[config.mk]
export PLATFORM = sky130hd
export DESIGN_NAME = multi_code_decoder
export DESIGN_NICKNAME = d
export VERILOG_FILES = /design/src/rtl/multi_code_pkg.sv /design/src/rtl/code_decode_lane.sv /design/src/rtl/multi_code_decoder.sv
export SDC_FILE = /design/constraint.sdc
export NUM_CORES = 1
export LEC_CHECK = 0
export BUFFER_PORTS_ARGS = -buffer_cell sky130_fd_sc_hd__clkbuf_2
export CORE_ASPECT_RATIO = 1.25
export CORE_MARGIN = 3
export CORE_UTILIZATION = 52
export CTS_CLUSTER_DIAMETER = 80
export DETAILED_ROUTE_END_ITERATION = 7
export GPL_TIMING_DRIVEN = 0
export PLACE_DENSITY_LB_ADDON = 0.12
export SYNTH_ARGS = -nofsm -noshare
export SYNTH_HDL_FRONTEND = slang
export SYNTH_HIERARCHICAL = 1
export SYNTH_SLANG_ARGS = --single-unit
[constraint.sdc]
create_clock -name clk -period 2.8 [get_ports clk]
set_clock_uncertainty 0.05 [all_clocks]
set_input_delay 0.56 -clock clk [delete_from_list [all_inputs] [get_ports clk]]
set_output_delay 0.56 -clock clk [all_outputs]
set_load 0.1 [all_outputs]
[src/rtl/multi_code_pkg.sv]
// multi_code_pkg: shared mode codes, FSM encoding and single-cycle lane decode helper
package multi_code_pkg;
    localparam logic [1:0] MODE_BIN  = 2'b00;
    localparam logic [1:0] MODE_GRAY = 2'b01;
    localparam logic [1:0] MODE_XS3  = 2'b10;
    localparam logic [1:0] MODE_BCD  = 2'b11;
    localparam logic [3:0] XS3_MIN   = 4'd3;
    localparam logic [3:0] XS3_MAX   = 4'd12;
    localparam logic [3:0] BCD_MAX   = 4'd9;
    typedef enum logic [1:0] {ST_IDLE, ST_GRAY, ST_DONE} state_t;
    typedef struct packed {
        logic       err;
        logic [3:0] bin;
    } dec_t;
    // Full decode of one coded word; invalid codes force bin to zero
    function automatic dec_t decode(input logic [1:0] mode, input logic [3:0] code);
        dec_t d;
        d.err = (mode == MODE_XS3) ? (code < XS3_MIN || code > XS3_MAX) :
                (mode == MODE_BCD) ? (code > BCD_MAX) : 1'b0;
        d.bin = d.err ? 4'd0 :
                (mode == MODE_XS3)  ? code - XS3_MIN :
                (mode == MODE_GRAY) ? code ^ (code >> 1) ^ (code >> 2) ^ (code >> 3) : code;
        return d;
    endfunction
endpackage

[src/rtl/code_decode_lane.sv]
// code_decode_lane: one 4-bit lane with latched code, bit-serial Gray resolve and error flag
module code_decode_lane
    import multi_code_pkg::*;
(
    input  logic       clk,
    input  logic       rst,
    input  logic       load,
    input  logic       serial,
    input  logic       step,
    input  logic [1:0] cnt,
    input  logic [1:0] mode,
    input  logic [3:0] code,
    output logic [3:0] bin,
    output logic [3:0] bin_nx,
    output logic       err,
    output logic       err_nx
);
    logic [3:0] g;
    logic [3:0] sh;
    logic [3:0] stepped;
    dec_t       d;
    // Next lane value: full decode, Gray MSB seed, or one resolved Gray bit
    always_comb begin
        d = decode(mode, code);
        sh = bin >> 1;
        stepped = bin;
        stepped[cnt] = sh[cnt] ^ g[cnt];
        bin_nx = load ? (serial ? {code[3], 3'b000} : d.bin) : step ? stepped : bin;
        err_nx = load ? d.err : err;
    end
    // Lane registers; the code is kept for later Gray steps
    always_ff @(posedge clk) begin
        if (rst) begin
            g <= 4'd0;
            bin <= 4'd0;
            err <= 1'b0;
        end else begin
            if (load) g <= code;
            bin <= bin_nx;
            err <= err_nx;
        end
    end
endmodule

[src/rtl/multi_code_decoder.sv]
// multi_code_decoder: decodes a pair of coded words, flags bad codes and compares the results
module multi_code_decoder
    import multi_code_pkg::*;
#(
    parameter int GRAY_SERIAL = 1,
    parameter int ERRCNT_W    = 8
) (
    input  logic                clk,
    input  logic                rst,
    input  logic                in_valid,
    output logic                in_ready,
    input  logic [3:0]          codeA,
    input  logic [3:0]          codeB,
    input  logic [1:0]          mode,
    output logic                out_valid,
    input  logic                out_ready,
    output logic [3:0]          binA,
    output logic [3:0]          binB,
    output logic                gt,
    output logic                lt,
    output logic                eq,
    output logic                err_a,
    output logic                err_b,
    output logic [ERRCNT_W-1:0] err_count
);
    state_t     state, nstate;
    logic [1:0] cnt;
    logic       accept, serial, step, finish, any_err;
    logic [3:0] a_nx, b_nx;
    logic       ea_nx, eb_nx;
    code_decode_lane u_a (
        .clk(clk), .rst(rst), .load(accept), .serial(serial), .step(step), .cnt(cnt),
        .mode(mode), .code(codeA), .bin(binA), .bin_nx(a_nx), .err(err_a), .err_nx(ea_nx)
    );
    code_decode_lane u_b (
        .clk(clk), .rst(rst), .load(accept), .serial(serial), .step(step), .cnt(cnt),
        .mode(mode), .code(codeB), .bin(binB), .bin_nx(b_nx), .err(err_b), .err_nx(eb_nx)
    );
    // Handshake, result-complete strobe and next state
    always_comb begin
        in_ready = ~rst & ((state == ST_IDLE) | ((state == ST_DONE) & out_ready));
        accept = in_valid & in_ready;
        serial = (GRAY_SERIAL != 0) & (mode == MODE_GRAY);
        step = (state == ST_GRAY);
        finish = (accept & ~serial) | (step & (cnt == 2'd0));
        any_err = ea_nx | eb_nx;
        out_valid = (state == ST_DONE);
        nstate = accept ? (serial ? ST_GRAY : ST_DONE) :
                 step ? ((cnt == 2'd0) ? ST_DONE : ST_GRAY) :
                 ((state == ST_DONE) & ~out_ready) ? ST_DONE : ST_IDLE;
    end
    // State, Gray bit counter, compare flags and saturating error count
    always_ff @(posedge clk) begin
        if (rst) begin
            state <= ST_IDLE;
            cnt <= 2'd0;
            gt <= 1'b0;
            lt <= 1'b0;
            eq <= 1'b0;
            err_count <= '0;
        end else begin
            state <= nstate;
            cnt <= accept ? 2'd2 : step ? cnt - 2'd1 : cnt;
            if (finish) begin
                gt <= ~any_err & (a_nx > b_nx);
                lt <= ~any_err & (a_nx < b_nx);
                eq <= ~any_err & (a_nx == b_nx);
                if (any_err & ~&err_count) err_count <= err_count + ERRCNT_W'(1);
            end
        end
    end
endmodule
==> summary.txt <==
Run status
  – Outcome: complete, no violations

Layout
  – Final non-filler cell total: 390
  – Area Overhead vs Synth: 30.4%
  – Antenna cells: 0
  – Share of layout cells above drive strength 1: 34.9%
  – Final #Nets: 369
  – Post-Layout Inst Area: 3160 µm²

Power and ir drop
  – Static leakage: 0.00131 µW
  – Worst vdd ir: 340 µV
  – PD cells: 425 nW/µm²
  – Design Power: 1340 µW

STA
  – Period utilization: 97.7%
  – Final worst slack: 0.0645 ns
  – Slew HR: 63.8%
  – Period minus WS final: 2.74 ns
  – Max Transition Viols Final: 0
  – Worst Tran Pin Value: 0.546 ns
  – Final setup viols: 0
  – Final hold violation count: 0
  – RSZ-0062 raised after global routing: true
  – Max Fclk: 366 MHz

Flow run
  – Maxcap violations: 0

Die
  – Die height: 82.4 µm
  – Core area: 4460 µm²
  – # IOs: 37
  – Num rows: 27
  – Initial Utilization: 54.4%
  – Die ar.: 5530 µm²
  – Die width: 67.1 µm

Detailed routing
  – # DRC: 0
  – Vias per cell: 5.43
  – Drt first pass iters: 4
  – WL final: 5.71 mm
  – Initial drt markers: 96
  – Routed wire per std cell: 14.6 µm
  – Antenna Nets Post-Route: 0
  – Via Count: 2117

GRT
  – GRT met2 Usage: 37.5%
  – Tot GR Track Use: 20.7%
  – Vias in the first global route: 1945
  – Largest net degree at the start of global routing: 14
  – Antenna violations before repair: 0
  – Grt peak-use layer: met2
  – Total gr overflow: 0
  – Met1 global-route usage: 24.4%
  – First-pass GRT wire length: 8.93 mm
  – GR Layer Usage met3: 3.38%

Clocking
  – Clock slew at reported path FFs: 0.06 ns
  – Cts bufs inserted: 5
  – Hold buffers post-CTS: 0
  – Clock Sink Count: 33
  – Max clock buf depth: 2
  – Root buffer cell: clkbuf_8
  – Clock latency on the worst-skew pair: 0.29 ns
  – CTS tree: done
  – H-tree levels: 2

Logic synthesis
  – Yosys reg bits: 33
  – Synth Flop Type: dfxtp_1
  – Syn nets: 314
  – Synth cell types: 52
  – Syn_area_per_cell: 8.79 µm²
  – Post-synthesis sequential area ratio: 27.2%
  – Synth Instances: 276
  – Synth warn: 6
  – Ys async rst share: 0%
  – Netlist Area Pre-Place: 2430 µm²
  – Yosys top cell area share: 27.2%
  – Post-synth EDFFs: 0
  – Top cells by area, synth: dfxtp_1 (27%), ha_1 (12%), xnor2_1 (6.9%)
  – Yosys top cell by area: dfxtp_1

Worst setup path
  – CP Data Arrival Time: 2.90 ns
  – CP Capture Type: register
  – Reg2Reg Launch Point: cnt[0]
  – Largest fanout on the critical path: 6
  – Worst setup SP type: input pin
  – Setup crit start: codeB[0]
  – Worst Path Required: 2.97 ns
  – Kind of critical path: input pin to register

Placement
  – Place WS: -0.529 ns
  – Cell count after placement: 370
  – DP HPWL: 3.98 mm
  – I/O Buffers: 36
  – Routability Congestion: 0.822
  – Area after DPL: 2690 µm²

Worst hold path
  – Hold_sp: gt
  – Min-delay worst type: register to register
-- worst max-delay path, cell delays in order --
cell and delay (ns):
clkbuf_2 0.18, inv_2 0.09, ha_4 0.25, xnor2_2 0.15, xnor2_1 0.13, o221ai_1 0.17, o32ai_2 0.38, ha_4 0.18
inv_1 0.04, a21oi_2 0.16, o21ai_2 0.08, or4_1 0.39, a21oi_1 0.12
-- what timing repair did --
item	4_1_cts	5_1_grt
endpoints found under the hold margin	0	0
setup buffers	5	8
endpoints found under the setup margin	3	4
pin swaps	5	17
resized for setup	23	56
-- flip-flops by register name, indices dropped and copies added (netlist names) --
| name | flops |
|---|---|
| gt | 1 |
| u_b/err | 1 |
| u_a/bin | 4 |
| u_b/g | 4 |
| err_count | 8 |
| u_a/err | 1 |
| u_a/g | 4 |
| cnt | 2 |
| u_b/bin | 4 |
| state | 2 |
| lt | 1 |
| eq | 1 |
-- final timing paths --
check / endpoint / slack, ns / depth (start not counted)
worst min-delay path: gt / 0.41 / 2
worst max-delay path: lt / 0.06 / 13
worst max register to register: lt / 0.09 / 9
worst min register to register: gt / 0.41 / 2
-- layer usage --
layer,up-vias,wire length (µm)
li1,1076,-
met4,0,85
met2,43,3030
met1,990,2380
met3,8,222
met5,-,0
-- cells in the final DEF (no fill, tap or decap), types with 3 or more instances in the layout --
cell type	synthesis	routed
nor2_1	36	36
dfxtp_1	33	32
clkbuf_2	0	29
xnor2_1	19	18
ha_1	24	17
nand2_1	16	16
buf_4	0	13
mux2i_1	12	12
inv_1	18	10
a21oi_1	13	10
nor2b_1	10	9
clkbuf_8	0	8
nand3b_1	8	8
nand2b_1	8	7
ha_4	0	7
inv_2	0	5
nand3_1	7	5
buf_6	2	4
o21ai_0	5	4
and2b_1	3	3
nor3_1	3	3
a21oi_2	0	3
o221ai_1	3	3
buf_12	0	3
a31oi_1	4	3
o32ai_2	0	3
-- through the flow --
step	hold slack [ns]	util (%)	TNS, ns
final	0.409	71.0	0
after CTS	0.410	65.2	0
after floorplan	0.405	-	0
after global placement	0.401	60.3	-3.11
after global routing	0.440	71.0	-0.0406
after detailed placement	0.400	60.3	-3.06
-- kinds of logic after synthesis --
kind of cell,count (synthesis),share of synthesized area [%]
simple gates,115,27.2
compound gates,42,14.2
flops,33,27.2
buf+inv,26,4.64
fa+ha+maj,24,12.4
xor+xnor,21,7.58
mux,15,6.80
-- where the power goes --
group / internal, µW / switching (µW) / total [µW]
registers: 490 / 18.1 / 508
clock network: 222 / 176 / 398
logic: 162 / 276 / 438
-- Yosys cell counts (2+ instances only) --
library cell	count
nand2_1	16
or3_1	3
o22ai_1	2
mux2i_1	12
and2b_1	3
xnor2_1	19
nand3_1	7
nor4_1	2
nor2_1	36
dfxtp_1	33
o21ai_0	5
mux2_2	2
nand2b_4	2
nand2b_1	8
nand4b_1	2
o221ai_1	3
inv_1	18
nor2b_1	10
nor3_1	3
and3_1	2
clkbuf_1	5
nand3b_1	8
buf_6	2
nor4_4	2
o32ai_1	3
a21oi_1	13
a31oi_1	4
xor2_1	2
ha_1	24
a2111oi_4	2
nand4_1	2
-- layout make-up --
type / count / area (µm²)
flip-flops and latches: 33 / 662
fillers: 370 / 1290
clock inverters: 1 / 5.00
inverters: 18 / 85.1
well taps: 58 / 72.6
plain buffers: 7 / 50.0
multi-input cells: 217 / 1850
clock buffers: 7 / 96.3
repair buffers: 49 / 344
Note: power is estimated with default switching activity, not from simulation.
